File: src/rtl/ram_stream_reader.sv
// ram_stream_reader: streams len bytes from a sync-read RAM starting at base as a valid/ready byte stream
module ram_stream_reader #(
  parameter int AW = 12,
  parameter int DW = 8,
  parameter int FD = 3
) (
  input  logic          rclk,
  input  logic          rrst,
  input  logic          start,
  input  logic [AW-1:0] base,
  input  logic [AW:0]   len,
  input  logic          abort,
  output logic          busy,
  output logic          done,
  output logic          ram_rce,
  output logic [AW-1:0] ram_radr,
  input  logic [DW-1:0] ram_o,
  output logic [DW-1:0] dout,
  output logic          dout_valid,
  input  logic          dout_ready,
  output logic          dout_last
);
  localparam int PW = FD > 1 ? $clog2(FD) : 1;
  localparam int CW = $clog2(FD + 1);
  typedef enum logic [1:0] {IDLE, FETCH, DRAIN} state_t;
  state_t state_q, state_d;
  logic [AW-1:0] addr_q, addr_d;
  logic [AW:0] issue_q, issue_d, deliv_q, deliv_d, len_c;
  logic infl_q, infl_d, done_q, done_d;
  logic [PW-1:0] rd_q, rd_d, wr_q, wr_d;
  logic [CW-1:0] cnt_q, cnt_d;
  logic [DW-1:0] mem_q [FD];
  logic pop, flush;
  assign len_c = len > (AW+1)'(1 << AW) ? (AW+1)'(1 << AW) : len;
  assign busy = state_q != IDLE;
  assign done = done_q;
  assign ram_radr = addr_q;
  assign ram_rce = state_q == FETCH && issue_q != '0 && int'(cnt_q) + int'(infl_q) < FD;
  assign dout_valid = cnt_q != '0;
  assign dout = dout_valid ? mem_q[rd_q] : '0;
  assign dout_last = dout_valid && deliv_q == (AW+1)'(1);
  assign pop = dout_valid && dout_ready;
  assign flush = busy && abort;
  always_comb begin
    state_d = state_q;
    addr_d = addr_q;
    issue_d = issue_q;
    deliv_d = deliv_q;
    done_d = 1'b0;
    if (state_q == IDLE && start) begin
      state_d = len_c != '0 ? FETCH : IDLE;
      addr_d = base;
      issue_d = len_c;
      deliv_d = len_c;
      done_d = len_c == '0;
    end
    if (ram_rce) begin
      addr_d = addr_q + 1'b1;
      issue_d = issue_q - 1'b1;
      state_d = issue_q == (AW+1)'(1) ? DRAIN : FETCH;
    end
    if (pop) begin
      deliv_d = deliv_q - 1'b1;
      if (deliv_q == (AW+1)'(1)) begin
        state_d = IDLE;
        done_d = 1'b1;
      end
    end
    if (flush) begin
      state_d = IDLE;
      done_d = 1'b0;
    end
    infl_d = ram_rce && !flush;
    cnt_d = flush ? '0 : cnt_q + CW'(infl_q) - CW'(pop);
    rd_d = flush ? '0 : pop ? (rd_q == PW'(FD - 1) ? '0 : rd_q + 1'b1) : rd_q;
    wr_d = flush ? '0 : infl_q ? (wr_q == PW'(FD - 1) ? '0 : wr_q + 1'b1) : wr_q;
  end
  always_ff @(posedge rclk) begin
    if (rrst) begin
      state_q <= IDLE;
      addr_q <= '0;
      issue_q <= '0;
      deliv_q <= '0;
      infl_q <= 1'b0;
      done_q <= 1'b0;
      rd_q <= '0;
      wr_q <= '0;
      cnt_q <= '0;
    end else begin
      state_q <= state_d;
      addr_q <= addr_d;
      issue_q <= issue_d;
      deliv_q <= deliv_d;
      infl_q <= infl_d;
      done_q <= done_d;
      rd_q <= rd_d;
      wr_q <= wr_d;
      cnt_q <= cnt_d;
      if (infl_q) mem_q[wr_q] <= ram_o;
    end
  end
endmodule

File: config.mk
export PLATFORM = sky130hd
export DESIGN_NAME = ram_stream_reader
export DESIGN_NICKNAME = d
export VERILOG_FILES = /design/src/rtl/ram_stream_reader.sv
export SDC_FILE = /design/constraint.sdc
export NUM_CORES = 1
export LEC_CHECK = 0
export BUFFER_PORTS_ARGS = -buffer_cell sky130_fd_sc_hd__buf_4
export CORE_UTILIZATION = 31
export CTS_CLUSTER_DIAMETER = 100
export CTS_CLUSTER_SIZE = 28
export DETAILED_ROUTE_END_ITERATION = 6
export SYNTH_ARGS = -nofsm -noshare
export SYNTH_HDL_FRONTEND = slang
export SYNTH_SLANG_ARGS = --single-unit
File: constraint.sdc
create_clock -name rclk -period 6.47 [get_ports rclk]
set_input_delay 0 -clock rclk [delete_from_list [all_inputs] [get_ports rclk]]
set_output_delay 0 -clock rclk [all_outputs]
set_load 0.03 [all_outputs]
==> impl_results.md <==
- Crit path max-delay cell type: inv_1
- Mean Syn Cell Area: between 9 and 10 sq um
- Slew @ Worst Pin: roughly 0.98 ns
- Die area: 12680 sq um
- Critical path type: reg2out
- Worst Path Buf+Inv: 2
- Tmin final: about 2.8 ns
- Cell variety after synth: 54
- Outcome: finished, final reports clean
- Crit path capture type: output pin
- Die Wd: 112.6 microns
- Maximum vdd ir drop: between 0.0001 and 0.00015 V
- Flops & latches, synth: 74
- Max-slew violation count: 0
- Total congestion overflow: 0
- Power, Total: roughly 1.6 mW
- P&R area growth vs syn: 31.54%
- First-pass GRT wire length: approximately 17000 microns
- Required time worst endpoint: about 6.5 ns
- Async S/R FF share, synth: 0%
- Inserted Diodes: 0
- Worst R2R Start: infl_q
- Post-synthesis cell count: 420
- Post-layout nets: roughly 560
- Core ar.: between 10000 and 15000 sq um
- Worst-skew pair later-pin latency: approximately 0.33 ns
- LEAKAGE: around 1.9 nW
- H-tree depth: 3
- Crit path from: infl_q
- Final Hold Vio Count: 0
- FF-to-FF End: ram_radr[8]
- Vias in the first global route: 3451
- Pwr dens: ~320 nW/um^2
- Total Wirelength: just over 10000 microns
- Max Buffers Root-to-Sink: 2
- Residual DRC: 0
- EDFF count, synth: 24
- CTS tree: done
- Top_reg_cell synth: dfxtp_1
- Post-CTS Resized: 0
- Worst path arrival time: 2.78 ns
- Sequential cell area fraction in the yosys report: a little under half
- Top delay family on crit path: simple AND/OR/NAND/NOR gates
- Num CTS Buffers: 9
- Top-count cell post-synth: dfxtp_1
- HP Class: in2reg
- Setup Skew: roughly 0.0035 ns
- Area share of the largest cell type after synthesis: 26.39%
- I/O pin cnt: 63
- Syn. warnings: 0
- Detailed router's first-iteration violation count: around 170
- Initial antenna violation count: 0
- Std cell rows: 40
- RD Place Congestion: roughly 0.85
- Hold path depth: 3
- CTS root buffer: clkbuf_16
- Crit-path max FO: 16
- Max-cap violations: 0
- Depth of the most critical reg-to-reg path: 8
- Mapped cell area: 3792 sq um
- Max transition margin: around 34%
- Hold path startpoint: base[6]
- Layout cells sized above 1: approximately a fifth
- GR Util All Layers: between 15 and 20%
- Largest net degree at the start of global routing: 50
- Vias per inst: about 5.5
- Launching element type of the critical path: flip-flop
- Critical path's most frequent cell: ha_1
- Max Fclk: about 0.36 GHz
- First-pass DRT Iterations: 5
- Final setup vio count: 0
- Mapped Nets: between 400 and 500
- Clock Sinks: 74
- Hpwl dp: between 6000 and 7000 microns
- Number of buffers added on ports: 62
- Synth area leaders: dfxtp_1 26%, edfxtp_1 19%, a21oi_1 5.5%
- Worst path max stage delay: approximately 0.48 ns
- RSZ-0062 raised after global routing: no
- Post-route ant nets: 0
- Initial Utilization: a little under a third
- Clk slew on worst S/H paths: 0.06 ns
- Synth top cells by count: 50 x dfxtp_1, 45 x nor2_1, 42 x a21oi_1, 37 x nand2_1, 24 x edfxtp_1
- Die Ht: around 110 microns
- Worst Hold End: ram_radr[6]
- Worst R2R Setup Slack: about 3.8 ns
- Critical path cell sequence: ha_1 > ha_1 > and2_1 > nor3_2 > nand2_1 > inv_1 > buf_4
- TNS Setup: 0 ns
- Average wire per standard cell: about 15 microns
- Final period utilization: between 40 and 50%
- Synth area leader: dfxtp_1
- Via count: roughly 3600
[cells by family (layout without fill, tap and decap cells)]
logic type,count (synthesis),after routing,synth area share (%)
adder cells (fa/ha/maj),9,9,2.969
buffers and inverters,32,125,3.233
AND/OR/NAND/NOR,182,182,26.00
XOR/XNOR,2,2,0.4620
multiplexers,16,16,4.421
flip-flops,74,74,45.40
AO/OA/AOI/OAI,105,105,17.52
[worst reg2reg max path: stages (launching register included)]
cell,delay (ns)
dfxtp_1,0.37
ha_1,0.23
ha_1,0.26
and2_1,0.17
nor3_2,0.40
nand2_1,0.30
inv_1,0.48
a21oi_1,0.13
a311oi_1,0.29
[sequential cells by signal, indices dropped and copies added, names as in the netlist, named ones only]
register / count
state_q: 2
cnt_q: 2
rd_q: 2
deliv_q: 13
wr_q: 2
done: 1
issue_q: 13
ram_radr: 12
infl_q: 1
mem_q: 24
[metrics by stage]
stage               instance area, sq um  utilization [%]  hold WS, ns  instances  worst slack, ns
detailed placement                  4414            36.90       0.1993        616            3.780
global placement                    4414            36.90       0.1937        616            3.890
CTS                                 4989            41.71    0.0007794        660            3.668
finish                              4989            41.71      0.01209        660            3.690
floorplan                           3792                -      0.09887        420            4.192
global route                        4989            41.71      0.02153        660            3.460
[timing repair]
item	4_1_cts	5_1_grt
endpoints found under the hold margin	52	0
endpoints found under the setup margin	0	0
setup buffers	0	0
hold buffers	28	0
[final cells by class]
| cell class | count | area, sq um |
|---|---|---|
| Clock inverter | 7 | 68.82 |
| Fill cell | 1189 | 6973 |
| Timing Repair Buffer | 95 | 783.3 |
| Inverter | 14 | 52.55 |
| Sequential cell | 74 | 1722 |
| Clock buffer | 9 | 225.2 |
| Tap cell | 147 | 183.9 |
| Multi-Input combinational cell | 314 | 1953 |
[how the worst max path moves through the flow]
stage                    to  slack, ns  depth (start not counted)
2_1_floorplan  ram_radr[11]       4.19                          9
6_report            ram_rce       3.69                          7
3_3_place_gp    ram_radr[8]       3.89                          8
3_5_place_dp    ram_radr[8]       3.78                          8
4_1_cts             ram_rce       3.67                          7
5_1_grt         ram_radr[8]       3.46                          8
[layer usage]
| metal | GRT usage [%] | part of all wire (%) |
|---|---|---|
| met1 | 21.30 | 45 |
| met2 | 27.65 | 49 |
| met3 | 3.402 | 4.4 |
| met4 | 5.689 | 2.1 |
| met5 | 0 | 0 |
[where the power goes]
part | leakage, nW | switching [mW] | internal, mW
Clock | 0.143 | 0.198 | 0.298
Combinational | 1.09 | 0.311 | 0.206
Sequential | 0.625 | 0.0605 | 0.526
Total | 1.86 | 0.569 | 1.03
[placed cells by master, fill, tap and decap left out, types with 11 or more instances in the layout]
| cell | synthesis | layout |
|---|---|---|
| nor2_1 | 45 | 45 |
| buf_4 | 0 | 67 |
| inv_1 | 14 | 14 |
| nor3_1 | 13 | 13 |
| edfxtp_1 | 24 | 24 |
| dfxtp_1 | 50 | 50 |
| nand3_1 | 20 | 20 |
| dlygate4sd3_1 | 0 | 28 |
| nand2_1 | 37 | 37 |
| o21ai_0 | 11 | 11 |
| a21oi_1 | 42 | 42 |
No activity file was read; power rests on OpenSTA's default activity.
